$ cat src/rtl/mem_arbiter_if.sv
// Bus bundle between the memory arbiter, its two requesters (fetch, load/store) and the byte RAM.
interface mem_arbiter_if;
  logic        in_fetch_ce;
  logic [31:0] in_fetch_pc;
  logic        in_flush;
  logic        out_fetch_ce;
  logic [31:0] out_fetch_instr;
  logic        in_lsb_ce;
  logic        in_lsb_wr;
  logic [1:0]  in_lsb_size;
  logic [31:0] in_lsb_addr;
  logic [31:0] in_lsb_data;
  logic        out_lsb_ce;
  logic [31:0] out_lsb_data;
  logic [7:0]  mem_din;
  logic [7:0]  mem_dout;
  logic [31:0] mem_a;
  logic        mem_wr;

  modport slave (
    input  in_fetch_ce, in_fetch_pc, in_flush,
    input  in_lsb_ce, in_lsb_wr, in_lsb_size, in_lsb_addr, in_lsb_data,
    input  mem_din,
    output out_fetch_ce, out_fetch_instr, out_lsb_ce, out_lsb_data,
    output mem_dout, mem_a, mem_wr
  );

  modport master (
    output in_fetch_ce, in_fetch_pc, in_flush,
    output in_lsb_ce, in_lsb_wr, in_lsb_size, in_lsb_addr, in_lsb_data,
    output mem_din,
    input  out_fetch_ce, out_fetch_instr, out_lsb_ce, out_lsb_data,
    input  mem_dout, mem_a, mem_wr
  );
endinterface

$ cat src/rtl/mem_arbiter.sv
// Arbitrates instruction fetch and load/store onto a byte-wide RAM; LSB has priority,
// transactions run back to back, fetches can be flushed, rdy freezes everything.
module mem_arbiter (
  input  logic           clk,
  input  logic           rst,
  input  logic           rdy,
  mem_arbiter_if.slave   bus
);
  typedef enum logic [1:0] {IDLE, READ, WRITE} state_t;

  state_t      state, state_n;
  logic [2:0]  cnt, nbytes;
  logic        own_fetch;
  logic [31:0] base, wdata, rbuf, rb_n;
  logic        fetch_pend, lsb_pend;
  logic [31:0] f_pc, l_addr, l_data;
  logic        l_wr;
  logic [1:0]  l_size;
  logic        act_q;
  logic [7:0]  din_hold, byte_in;
  logic        wr_q;
  logic [31:0] mem_a_q, fetch_instr_q, lsb_data_q;
  logic [7:0]  mem_dout_q;
  logic        fetch_ce_q, lsb_ce_q;
  logic        abort, rd_done, wr_done, free, grant_lsb, grant_fetch;
  logic        issue, capture, wr_drive;
  logic [1:0]  idx;
  logic        fetch_acc, lsb_acc;

  function automatic logic [2:0] size_bytes(input logic [1:0] s);
    case (s)
      2'd0:    return 3'd1;
      2'd1:    return 3'd2;
      default: return 3'd4;
    endcase
  endfunction

  assign fetch_acc = bus.in_fetch_ce & ~fetch_pend & ~bus.in_flush;
  assign lsb_acc   = bus.in_lsb_ce & ~lsb_pend;

  // State register
  always_ff @(posedge clk) begin
    if (rst)      state <= IDLE;
    else if (rdy) state <= state_n;
  end

  // Next-state: completion edges double as grant edges so there is no bubble
  always_comb begin
    abort       = (state == READ) && own_fetch && bus.in_flush;
    rd_done     = (state == READ) && (cnt == nbytes + 3'd1) && !abort;
    wr_done     = (state == WRITE) && (cnt == nbytes);
    free        = (state == IDLE) || rd_done || wr_done;
    grant_lsb   = free && lsb_pend;
    grant_fetch = free && !lsb_pend && fetch_pend && !bus.in_flush;
    state_n     = state;
    if (abort)                     state_n = IDLE;
    else if (grant_lsb)            state_n = l_wr ? WRITE : READ;
    else if (grant_fetch)          state_n = READ;
    else if (rd_done || wr_done)   state_n = IDLE;
  end

  // Output decode: byte issue/capture strobes and the assembled read word
  always_comb begin
    issue    = (state == READ) && (cnt < nbytes);
    capture  = (state == READ) && (cnt >= 3'd2);
    wr_drive = (state == WRITE) && (cnt < nbytes);
    idx      = cnt[1:0] - 2'd2;
    // After a stall the RAM has moved on to the held address; use the byte latched at stall entry
    byte_in  = act_q ? bus.mem_din : din_hold;
    rb_n     = rbuf;
    if (capture) rb_n[{idx, 3'b000} +: 8] = byte_in;
  end

  always_ff @(posedge clk) begin
    if (rst) begin
      cnt <= '0; nbytes <= '0; own_fetch <= 1'b0; base <= '0; wdata <= '0; rbuf <= '0;
      fetch_pend <= 1'b0; lsb_pend <= 1'b0;
      f_pc <= '0; l_addr <= '0; l_data <= '0; l_wr <= 1'b0; l_size <= '0;
      act_q <= 1'b0; din_hold <= '0; wr_q <= 1'b0;
      mem_a_q <= '0; mem_dout_q <= '0; fetch_instr_q <= '0; lsb_data_q <= '0;
      fetch_ce_q <= 1'b0; lsb_ce_q <= 1'b0;
    end else begin
      act_q <= rdy;
      if (act_q) din_hold <= bus.mem_din;
      if (rdy) begin
        fetch_pend <= bus.in_flush ? 1'b0 : ((fetch_pend & ~grant_fetch) | fetch_acc);
        lsb_pend   <= (lsb_pend & ~grant_lsb) | lsb_acc;
        if (fetch_acc) f_pc <= bus.in_fetch_pc;
        if (lsb_acc) begin
          l_wr   <= bus.in_lsb_wr;
          l_size <= bus.in_lsb_size;
          l_addr <= bus.in_lsb_addr;
          l_data <= bus.in_lsb_data;
        end

        fetch_ce_q <= rd_done & own_fetch;
        lsb_ce_q   <= (rd_done & ~own_fetch) | wr_done;
        if (rd_done &  own_fetch) fetch_instr_q <= rb_n;
        if (rd_done & ~own_fetch) lsb_data_q    <= rb_n;

        wr_q       <= wr_drive;
        mem_dout_q <= wr_drive ? wdata[{cnt[1:0], 3'b000} +: 8] : 8'h00;
        if (issue || wr_drive) mem_a_q <= base + {29'd0, cnt};

        if (grant_lsb || grant_fetch) begin
          cnt       <= '0;
          rbuf      <= '0;
          own_fetch <= grant_fetch;
          base      <= grant_fetch ? f_pc : l_addr;
          nbytes    <= grant_fetch ? 3'd4 : size_bytes(l_size);
          wdata     <= l_data;
        end else if (abort || rd_done || wr_done || state == IDLE) begin
          cnt  <= '0;
          rbuf <= rb_n;
        end else begin
          cnt  <= cnt + 3'd1;
          rbuf <= rb_n;
        end
      end
    end
  end

  assign bus.mem_wr          = wr_q & rdy;
  assign bus.mem_a           = mem_a_q;
  assign bus.mem_dout        = mem_dout_q;
  assign bus.out_fetch_ce    = fetch_ce_q;
  assign bus.out_fetch_instr = fetch_instr_q;
  assign bus.out_lsb_ce      = lsb_ce_q;
  assign bus.out_lsb_data    = lsb_data_q;
endmodule

$ cat src/flat_wrapper.sv
// flat-port wrapper written by rule: the top's interface ports become plain ports
module mem_arbiter_flat 
  (clk, rst, rdy, bus_in_fetch_ce, bus_in_fetch_pc, bus_in_flush, bus_in_lsb_ce, bus_in_lsb_wr, bus_in_lsb_size, bus_in_lsb_addr, bus_in_lsb_data, bus_mem_din, bus_out_fetch_ce, bus_out_fetch_instr, bus_out_lsb_ce, bus_out_lsb_data, bus_mem_dout, bus_mem_a, bus_mem_wr);
  mem_arbiter_if bus_i ();
  input  logic clk;
  input  logic rst;
  input  logic rdy;
  input wire logic [$bits(bus_i.in_fetch_ce)-1:0] bus_in_fetch_ce;
  input wire logic [$bits(bus_i.in_fetch_pc)-1:0] bus_in_fetch_pc;
  input wire logic [$bits(bus_i.in_flush)-1:0] bus_in_flush;
  input wire logic [$bits(bus_i.in_lsb_ce)-1:0] bus_in_lsb_ce;
  input wire logic [$bits(bus_i.in_lsb_wr)-1:0] bus_in_lsb_wr;
  input wire logic [$bits(bus_i.in_lsb_size)-1:0] bus_in_lsb_size;
  input wire logic [$bits(bus_i.in_lsb_addr)-1:0] bus_in_lsb_addr;
  input wire logic [$bits(bus_i.in_lsb_data)-1:0] bus_in_lsb_data;
  input wire logic [$bits(bus_i.mem_din)-1:0] bus_mem_din;
  output wire logic [$bits(bus_i.out_fetch_ce)-1:0] bus_out_fetch_ce;
  output wire logic [$bits(bus_i.out_fetch_instr)-1:0] bus_out_fetch_instr;
  output wire logic [$bits(bus_i.out_lsb_ce)-1:0] bus_out_lsb_ce;
  output wire logic [$bits(bus_i.out_lsb_data)-1:0] bus_out_lsb_data;
  output wire logic [$bits(bus_i.mem_dout)-1:0] bus_mem_dout;
  output wire logic [$bits(bus_i.mem_a)-1:0] bus_mem_a;
  output wire logic [$bits(bus_i.mem_wr)-1:0] bus_mem_wr;
  assign bus_i.in_fetch_ce = bus_in_fetch_ce;
  assign bus_i.in_fetch_pc = bus_in_fetch_pc;
  assign bus_i.in_flush = bus_in_flush;
  assign bus_i.in_lsb_ce = bus_in_lsb_ce;
  assign bus_i.in_lsb_wr = bus_in_lsb_wr;
  assign bus_i.in_lsb_size = bus_in_lsb_size;
  assign bus_i.in_lsb_addr = bus_in_lsb_addr;
  assign bus_i.in_lsb_data = bus_in_lsb_data;
  assign bus_i.mem_din = bus_mem_din;
  assign bus_out_fetch_ce = bus_i.out_fetch_ce;
  assign bus_out_fetch_instr = bus_i.out_fetch_instr;
  assign bus_out_lsb_ce = bus_i.out_lsb_ce;
  assign bus_out_lsb_data = bus_i.out_lsb_data;
  assign bus_mem_dout = bus_i.mem_dout;
  assign bus_mem_a = bus_i.mem_a;
  assign bus_mem_wr = bus_i.mem_wr;
  mem_arbiter u_core (.clk(clk), .rst(rst), .rdy(rdy), .bus(bus_i));
endmodule
$ cat config.mk
export PLATFORM = sky130hd
export DESIGN_NAME = mem_arbiter_flat
export DESIGN_NICKNAME = d
export VERILOG_FILES = /design/src/rtl/mem_arbiter_if.sv /design/src/rtl/mem_arbiter.sv /design/src/flat_wrapper.sv
export SDC_FILE = /design/constraint.sdc
export NUM_CORES = 1
export LEC_CHECK = 0
export CAP_MARGIN = 5
export CORE_MARGIN = 3
export CORE_UTILIZATION = 50
export CTS_CLUSTER_SIZE = 25
export DETAILED_ROUTE_END_ITERATION = 16
export GPL_TIMING_DRIVEN = 0
export PLACE_DENSITY = 0.86
export REMOVE_ABC_BUFFERS = 1
export SYNTH_ARGS = -nofsm -noshare
export SYNTH_HDL_FRONTEND = slang
export SYNTH_SLANG_ARGS = --single-unit
$ cat constraint.sdc
create_clock -name clk -period 7.14 [get_ports clk]
set_input_delay 1.785 -clock clk [delete_from_list [all_inputs] [get_ports clk]]
set_output_delay 1.785 -clock clk [all_outputs]
set_load 0.01 [all_outputs]
=== Word-level counts from Yosys, hierarchy flattened ===
Cells that the tools add are included.

* Output and inout port bits: 107
* Word-level logic and storage cells: 104
* Bits of input ports: 113
* Flip-flop bits (word level): 322

* Equality and inequality tests: 5
* Order comparisons: 2
* Bitwise gates (word level): 17
* Shift operators: 3
* $add $sub $neg: 5
* Reduce and logical (&&, ||, !) cells: 33
* Muxes and demuxes: 16

{| class="wikitable"
|+ Operator list
! cell !! count
|-
| two-way mux 32 bit || 3
|-
| adder 32 x 3 -> 32 bit || 1
|-
| bitwise mux 32 bit || 1
|-
| variable shift 8 x 7 -> 32 bit (first input constant) || 1
|-
| indexed part select 32 x 6 -> 8 bit || 1
|-
| indexed part select 8 x 7 -> 32 bit || 1
|-
| two-way mux 8 bit || 2
|-
| AND reduction 2 bit || 7
|-
| logical AND 1 bit || 12
|-
| two-way mux 2 bit || 5
|-
| two-way mux 3 bit || 3
|-
| bitwise AND 1 bit || 8
|-
| logical OR 1 bit || 8
|-
| negation 5 -> 7 bit || 1
|-
| adder 3 x 1 -> 3 bit (second input constant) || 2
|-
| equality test 3 bit || 2
|-
| NOT 1 bit || 6
|-
| case mux 3 bit (2 select lines) || 1
|-
| equality test 2 x 1 -> 1 bit (second input constant) || 2
|-
| logical NOT 2 bit || 2
|-
| nonzero test 4 bit || 1
|-
| >= comparator 3 x 2 -> 1 bit (second input constant) || 1
|-
| logical NOT 1 bit || 3
|-
| < comparator 3 bit || 1
|-
| other kinds (4) || 6
|}

=== Depth between registers and ports, before layout ===
Gate-level depths: netlist of the first run.

* Word-level depth: 14
* Depth in mapped cells: 9
* Mapped depth without buffers: 8

=== Least setup slack after synthesis of the first run ===
No wires, ideal clock.

* Path type: in2out
* Start: in rdy
* End: out bus_mem_wr
* Path buffers: 1
* Stages: 2
* Data required time: 5.355 ns
* Slack: 3.152 ns
* Arrival time: 2.203 ns
* Cell sequence: clkbuf_1 > and2_1

* Cells in the longest elaborated chain, start to end: 1

{| class="wikitable"
|+ Ends and longest elaborated chain
! item !! line !! text
|-
| start, declared || flat_wrapper.sv:7 || <nowiki>input logic rdy;</nowiki>
|-
| bitwise AND 1 bit || mem_arbiter.sv:123 || <nowiki>assign bus.mem_wr = wr_q & rdy;</nowiki>
|-
| end, declared || flat_wrapper.sv:23 || <nowiki>output wire logic [$bits(bus_i.mem_wr)-1:0] bus_mem_wr;</nowiki>
|}

No other way between the ends.

=== Final worst setup path of the first run ===
Ends and elaborated chain as after synthesis.

==> results.cfg, run 1 <==
[critical_path]
r2r_cells = 8
path_depth = 3
path_buf_inv = 2
worstSetupEndpointType = primary output
startpoint_type = primary input
path_delay_family = buffers and inverters
cp-startpoint = rdy
cp_common_cell = clkdlybuf4s50_1
slowest_delay_ns = 0.78
r2r_start = u_core.cnt[0]$_SDFFE_PP0P_
path_class = primary input to primary output
cp_slowest_cell = clkdlybuf4s50_1
crit_arrival_ns = 3.38
cp_max_fo = 13
path_cells = clkdlybuf4s50_1 > and2_1 > clkdlybuf4s50_1
required_ns = 5.36

[sta]
slew_violations = 0
finalHoldViolations = 0
fin_ws_ns = 1.978
finClkSkew_ns = 0.01290
worstMarginPinSlew_ns = 0.9420
relSlewSlack_pct = 37.04
setup_tns_ns = 0
rsz0062_at_grt = false
fin_crit_sh_pct = 72.30
whs_ns = 0.4485
max_freq_mhz = 193.7
period_needed_ns = 5.162
setup_viol = 0

[yosys]
yosysTopAreaCell = dfxtp_1
synth.distinct_cells = 56
yosysWarnings = 0
synth.top_cells.by_count = dfxtp_1, nand2_1, a21oi_1
async_reset_ff_share_pct = 0
syn_inst = 1490
synth_seq_cells = 322
yosysMostFrequentCell = dfxtp_1
synth_top_area_share_pct = 50.15
synth_area_um2 = 12850
synth_enable_flop_cells = 0
ys.flop_type = dfxtp_1
ys_seq_area_share_pct = 50.15
postSynthAreaPerCell_um2 = 8.627
synth_top_cells_by_area = dfxtp_1, nand2_1, a21oi_1

[final_layout]
fin_area_um2 = 16370
final_cell_count_no_fill = 1997
area_delta_synth_final_pct = 27.39
drive_above_1_share_pct = 7.139
antenna_cells = 0
nets = 1771
fin_util_pct = 64.84

[clock_tree]
clk_pin_slew_ns = 0.07
cts_buffers = 31
post_cts_resized = 0
cts_tree = built
cts-hold-fix-buffers = 0
post-cts-setup-buffer-count = 0
cts_root_buffer = clkbuf_16
cts_buffer_depth = 3
cts.sinks = 322
clk_latency_ns = 0.55
htree_num_levels = 1

[min_path]
min_path_cells = 2
min-delay-start = u_core.rbuf[1]$_SDFFE_PP0P_
hold_path.class = register to register

[pwr]
p_per_area_nw_per_um2 = 233.1
power.total_mw = 3.817
ir_drop_uv = 179.9
leakage_nw = 5.481

[floorplanning]
ios = 220
die_w_um = 166.3
num_rows = 58
coreArea_um2 = 25250
die_area_um2 = 27670
fp.dieH_um = 166.3
initial_utilization_pct = 50.90

[routing]
first_iter_violations = 1109
drcViolationCount = 0
wl_per_cell_um = 16.79
vias = 11250
via_per_inst = 5.635
drt_wl_total_um = 33540
drt-pass1-iter-count = 5
ant_nets = 0

[run_status]
status = completed

[placed_design]
gp_congestion = 0.8339
placed_area_um2 = 15300
dp.cells = 1939
place_hpwl_um = 22110
preCtsSetupSlack_ns = 1.987
io_buffers = 219

[global_route]
grt_pass1_wl_um = 55010
grt_pass1_vias = 10890
grt_max_degree = 141
gr-total-overflow = 0
antenna_found_initial = 2
grt_util_all_layers_pct = 23.38

[run]
maxCapViolCount = 0
==> cells in the final DEF (no fill, tap or decap), types with 6 or more instances in the layout <==
cell             instances
nand4_1                  6
clkinv_2                 8
nand3_1                 11
a211oi_2                20
inv_1                   11
dfxtp_1                322
a22oi_1                  8
a211oi_1                48
mux2i_1                 43
xnor2_1                 26
o22ai_1                 32
nor3_1                  40
nor4_1                   9
o21ai_1                  7
o21ai_0                 58
and3_1                   6
buf_6                    6
o21a_1                  33
ha_1                    13
mux4_2                   8
clkdlybuf4s50_1        218
a21oi_1                199
nand2_1                311
clkbuf_16               31
nor2_1                 101
==> where the power goes <==
| group | switching [mW] | internal, mW | total, mW |
|---|---|---|---|
| Sequential | 0.0327 | 1.84 | 1.87 |
| Combinational | 0.145 | 0.126 | 0.271 |
| Clock | 0.709 | 0.965 | 1.67 |
==> state kept, by name, summed over array words and instances (netlist names), 2 cells and up <==
register	flops
u_core.l_size	2
u_core.bus.mem_dout	8
u_core.state	2
u_core.f_pc	32
u_core.bus.out_lsb_data	32
u_core.base	32
u_core.wdata	32
u_core.nbytes	3
u_core.din_hold	8
u_core.l_addr	32
u_core.rbuf	32
u_core.bus.out_fetch_instr	32
u_core.bus.mem_a	32
u_core.l_data	32
u_core.cnt	3
==> worst paths after layout <==
kind | end | slack, ns
hold reg to reg | u_core.rbuf[1]$_SDFFE_PP0P_ | 0.45
setup / recovery | bus_mem_wr | 1.98
setup reg to reg | u_core.wdata[9]$_SDFFE_PP0P_ | 3.37
hold / removal | u_core.rbuf[1]$_SDFFE_PP0P_ | 0.45
==> layer usage <==
metal | part of all wire (%) | up-vias | wire length [µm] | GRT usage (%)
met3 | 7.0 | 71 | 2355 | 4.404
met4 | 2.6 | 4 | 866 | 6.958
met2 | 48 | 391 | 16090 | 40.10
met5 | 0.10 | - | 34 | 0
li1 | - | 5497 | - | -
met1 | 42 | 5290 | 14200 | 30.24
==> cell type report <==
class,instances,area (µm²)
timing repair buffer,239,2507
clock buffer,35,810.8
inverter,13,48.80
multi-input combinational,1037,5916
fill,2017,8880
sequential,322,6446
tap,330,412.9
clock inverter,21,232.7
==> kinds of logic (layout without fill, tap and decap cells) <==
family	count (synthesis)	count (layout)	share of synthesized area [%]
simple gates	520	520	17.23
compound gates	421	421	20.02
flops	322	322	50.15
buf+inv	131	308	4.195
mux	51	51	4.750
xor+xnor	31	31	2.229
fa+ha+maj	14	14	1.421
==> worst register-to-register path, stage by stage (launching register included) <==
cell and delay, ns:
dfxtp_1 0.92, inv_1 0.33, ha_1 0.42, nor4b_4 0.51, a31oi_1 0.26, nor2_4 0.54, buf_16 0.25, buf_12 0.23
mux2i_1 0.24
No activity file was read; power rests on OpenSTA's default activity.
==> inputs of run 2 (changes only) <==
--- a/config.mk
+++ b/config.mk
@@ -7,7 +7,7 @@
 export LEC_CHECK = 0
 export CAP_MARGIN = 5
 export CORE_MARGIN = 3
-export CORE_UTILIZATION = 50
+export CORE_UTILIZATION = 48
 export CTS_CLUSTER_SIZE = 25
 export DETAILED_ROUTE_END_ITERATION = 16
 export GPL_TIMING_DRIVEN = 0
==> constraint.sdc (replaced) <==
create_clock -name clk -period 4.6 [get_ports clk]
set_input_delay 1.15 -clock clk [delete_from_list [all_inputs] [get_ports clk]]
set_output_delay 1.15 -clock clk [all_outputs]
set_load 0.01 [all_outputs]
==> run 2 against run 1 <==
  * Register-to-register slack worse by 2.6 ns
  * Sequential cell count stayed put
  * Sequential share of layout area fell by 0.29 points
  * Sequential power rose by 56%
  * Via count barely moved
  * Core utilization is 1.9 points lower
  * Combinational power up 54%
  * Wire length decreased by 0.10%
  * Cell area is 0.75% higher
  * Setup slack got worse by 1.3 ns
  * First-iteration DRC count is 13% lower
  * Clock power up 69%
  * Largest cell class unchanged
  * Highest routed layer unchanged
==> results.cfg, run 2 (synthesis gave the netlist of run 1 again) <==
[sta]
finClkSkew_ns = 0.01425
max_freq_mhz = 256.7
worstMarginPinSlew_ns = 1.274
rsz0062_at_grt = false
setup_viol = 0
whs_ns = 0.4493
fin_ws_ns = 0.7050
slew_violations = 0
relSlewSlack_pct = 15.06
fin_crit_sh_pct = 84.67
period_needed_ns = 3.895
finalHoldViolations = 0

[global_route]
gr-total-overflow = 0
grt_pass1_vias = 10980
grt_util_all_layers_pct = 22.76
grt_pass1_wl_um = 54460
antenna_found_initial = 2
grt_max_degree = 132

[routing]
drt_wl_total_um = 33500
drt-pass1-iter-count = 5
first_iter_violations = 970
vias = 11260
met1Wirelength_um = 14430
via_per_inst = 5.615
highest_layer = met5
wl_met2_um = 16180
wl_per_cell_um = 16.71
wl_met3_um = 1952
ant_nets = 0
drcViolationCount = 0

[floorplanning]
ios = 220
initial_utilization_pct = 49.05
coreArea_um2 = 26210
die_area_um2 = 28780
num_rows = 59
fp.dieH_um = 169.6
die_w_um = 169.6

[run]
maxCapViolCount = 0

[placed_design]
place_hpwl_um = 22330
preCtsSetupSlack_ns = 0.4511
io_buffers = 219
gp_congestion = 0.8783

[clock_tree]
cts.sinks = 322
htree_num_levels = 2
cts_buffers = 34
post_cts_resized = 0
cts_buffer_depth = 3
clk_latency_ns = 0.50
cts_tree = built
clk_pin_slew_ns = 0.06
cts-hold-fix-buffers = 0
cts_root_buffer = clkbuf_16
post-cts-setup-buffer-count = 0

[final_layout]
multi_input_area_um2 = 5916
nets = 1772
fill_cells = 2151
area_delta_synth_final_pct = 28.35
layout_commonest_cell = dfxtp_1
seq_area_um2 = 6446
antenna_cells = 0
drive_above_1_share_pct = 6.946
mostFrequentLayoutCells = dfxtp_1, nand2_1, clkdlybuf4s50_1

[critical_path]
path_class = primary input to primary output
r2r_slack_ns = 0.75
cp_max_fo = 13
worstSetupEndpointType = primary output
crit_arrival_ns = 2.75
required_ns = 3.45
startpoint_type = primary input

[pwr]
leakage_nw = 5.541
ir_drop_uv = 333.7
power.total_mw = 6.158
p_per_area_nw_per_um2 = 373.3

[run_status]
status = completed

[min_path]
hold_path.class = register to register
-- run 2: final cells by class --
type | count | area share [%]
Clock buffer | 53 | 6.325
Clock inverter | 8 | 0.7812
Inverter | 13 | 0.3110
Multi-Input combinational cell | 1037 | 35.86
Sequential cell | 322 | 39.07
Tap cell | 335 | 2.541
Timing Repair Buffer | 237 | 15.11
-- run 2: worst max-delay path, cell delays in order --
cell	delay, ns
clkdlybuf4s50_1	0.80
and2_1	0.20
clkdlybuf4s50_1	0.59
-- run 2: metrics by stage --
stage,cell area [µm²],util (%),TNS (ns),instances
6_report,16500,62.95,0,2005
2_1_floorplan,12360,-,-116.58,1372
5_1_grt,16500,62.95,0,2005
4_1_cts,16470,62.85,0,2004
3_3_place_gp,14970,57.14,-1614.72,1926
3_5_place_dp,15300,58.37,0,1943
-- run 2: path summary, 6_finish.rpt --
path / cells past startpoint / end / start
worst min register to register: 2 / u_core.rbuf[4]$_SDFFE_PP0P_ / u_core.rbuf[4]$_SDFFE_PP0P_
worst min-delay path: 2 / u_core.rbuf[4]$_SDFFE_PP0P_ / u_core.rbuf[4]$_SDFFE_PP0P_
worst max-delay path: 3 / bus_mem_wr / rdy
worst max register to register: 8 / u_core.bus.out_lsb_data[27]$_SDFFE_PP0P_ / u_core.cnt[0]$_SDFFE_PP0P_
-- run 2: power by group --
group / internal, mW / switching, mW
combinational: 0.195 / 0.221
clock: 1.74 / 1.10
sequential: 2.85 / 0.0518
total: 4.79 / 1.37
-- run 2: layer usage --
metal / global-route usage (%) / up-vias
met4: 7.646 / 4
met3: 3.797 / 63
met2: 39.35 / 380
met5: 0 / -
met1: 28.99 / 5312
li1: - / 5499
==> inputs of run 3 (changes only) <==
--- a/config.mk
+++ b/config.mk
@@ -7,7 +7,7 @@
 export LEC_CHECK = 0
 export CAP_MARGIN = 5
 export CORE_MARGIN = 3
-export CORE_UTILIZATION = 48
+export CORE_UTILIZATION = 50
 export CTS_CLUSTER_SIZE = 25
 export DETAILED_ROUTE_END_ITERATION = 16
 export GPL_TIMING_DRIVEN = 0
==> constraint.sdc (replaced) <==
create_clock -name clk -period 3.6 [get_ports clk]
set_input_delay 0.9 -clock clk [delete_from_list [all_inputs] [get_ports clk]]
set_output_delay 0.9 -clock clk [all_outputs]
set_load 0.01 [all_outputs]
==> run 3 against run 2 <==
  * Sequential cell count did not move
  * Largest power group unchanged
  * Highest routed layer unchanged
  * Combinational power rose by 29%
  * Register-to-register slack got worse by 0.50 ns
  * Power rose by 23%
==> results.cfg, run 3 (synthesis gave the netlist of run 1 again) <==
[critical_path]
startpoint_type = primary input
worstSetupEndpointType = primary output
slowest_delay_ns = 0.79
cp_common_cell = clkdlybuf4s50_1
cp_slowest_cell = clkdlybuf4s50_1
path_class = primary input to primary output
path_buf_inv = 2
path_delay_family = buffers and inverters
path_cells = clkdlybuf4s50_1 > and2_1 > clkdlybuf4s50_1
cp_max_fo = 13
required_ns = 2.70
crit_arrival_ns = 2.49

[placed_design]
gp_congestion = 0.8339
preCtsSetupSlack_ns = -0.2750
place_hpwl_um = 22110
io_buffers = 219

[floorplanning]
ios = 220
initial_utilization_pct = 50.90
coreArea_um2 = 25250
die_w_um = 166.3
die_area_um2 = 27670
num_rows = 58
fp.dieH_um = 166.3

[clock_tree]
htree_num_levels = 1
cts.sinks = 322
cts_root_buffer = clkbuf_16
clk_latency_ns = 0.56
cts_buffer_depth = 3
cts-hold-fix-buffers = 0
clk_pin_slew_ns = 0.07
cts_buffers = 31
cts_tree = built

[final_layout]
layout_commonest_cell = dfxtp_1
fill_cells = 2015
drive_above_1_share_pct = 7.254
fin_util_pct = 64.87
mostFrequentLayoutCells = dfxtp_1, nand2_1, clkdlybuf4s50_1
seq_area_um2 = 6447
antenna_cells = 0
nets = 1772
area_delta_synth_final_pct = 27.45
multi_input_area_um2 = 5922

[global_route]
grt_pass1_vias = 10890
antenna_found_initial = 2
gr-total-overflow = 0
grt_pass1_wl_um = 55010
grt_max_degree = 141
grt.met2_usage_pct = 40.10
top_usage_layer = met2
use_met1_pct = 30.24
grt_util_met3_pct = 4.404
grt_util_all_layers_pct = 23.38

[routing]
first_iter_violations = 1155
drt_wl_total_um = 33760
vias = 11240
drcViolationCount = 0
drt-pass1-iter-count = 5
wl_per_cell_um = 16.90
via_per_inst = 5.627
ant_nets = 0

[run]
maxCapViolCount = 0

[run_status]
status = completed

[sta]
fin_ws_ns = 0.2065
relSlewSlack_pct = 36.25
worstMarginPinSlew_ns = 0.9538
finalHoldViolations = 0
max_freq_mhz = 294.7
whs_ns = 0.4497
rsz0062_at_grt = false
fin_crit_sh_pct = 94.27
slew_violations = 0
finClkSkew_ns = 0.01481
setup_viol = 0
period_needed_ns = 3.394

[pwr]
ir_drop_uv = 356.6
p_per_area_nw_per_um2 = 462.6
leakage_nw = 5.484

[min_path]
hold_path.class = register to register
[run 3: changes by cell type in the layout (fill, tap and decap cells not counted), sizes merged]
cell      previous run  this run
buf                 19        21
bufinv               3         4
clkbuf              53        35
clkinv               2        10
clkinvlp             1         5
nor2               103       104
[run 3: routing by layer]
metal / wire length (µm) / part of all wire [%]
met1: 14550 / 43
met2: 16180 / 48
met3: 2119 / 6.3
met4: 875 / 2.6
met5: 34 / 0.10
[run 3: power by group]
group | total (mW) | internal [mW] | switching (mW)
logic | 0.540 | 0.251 | 0.289
registers | 3.71 | 3.65 | 0.0651
clock network | 3.33 | 1.91 | 1.41
[run 3: through the flow]
step	TNS (ns)	power [mW]	area, µm²	instances
after floorplan	-232.46	4.025	12360	1372
after global placement	-1864.52	4.310	14970	1921
after detailed placement	-14.29	4.319	15300	1939
after CTS	0	7.614	16340	1995
after global routing	0	7.817	16380	1998
final	0	7.578	16380	1998
[run 3: area by class of cell]
cell class	instances	share of cell area (%)
tap	330	2.520
inverter	13	0.2979
clock inverter	21	1.421
clock buffer	35	4.949
timing repair buffer	239	15.31
sequential	322	39.36
multi-input combinational	1038	36.15
[run 3: path summary, 6_finish.rpt]
kind	endpoint	slack (ns)	cells after the start	start
worst max register to register	u_core.wdata[9]$_SDFFE_PP0P_	0.25	8	u_core.cnt[0]$_SDFFE_PP0P_
worst max-delay path	bus_mem_wr	0.21	3	rdy
worst min-delay path	u_core.rbuf[1]$_SDFFE_PP0P_	0.45	2	u_core.rbuf[1]$_SDFFE_PP0P_
worst min register to register	u_core.rbuf[1]$_SDFFE_PP0P_	0.45	2	u_core.rbuf[1]$_SDFFE_PP0P_
[run 3: worst min-delay path, delay by kind of cell, from the launching register on]
family             cells  cell delay (ns)
AOI/OAI and AO/OA      1             0.05
DFF                    1             0.31
and+or+nand+nor        1             0.05
[run 3: what timing repair did]
item	in CTS	in global routing
pin swaps	0	1
setup endpoints to repair	47	14
buffers inserted	0	0
gates resized for setup	1	0
gates cloned	0	1
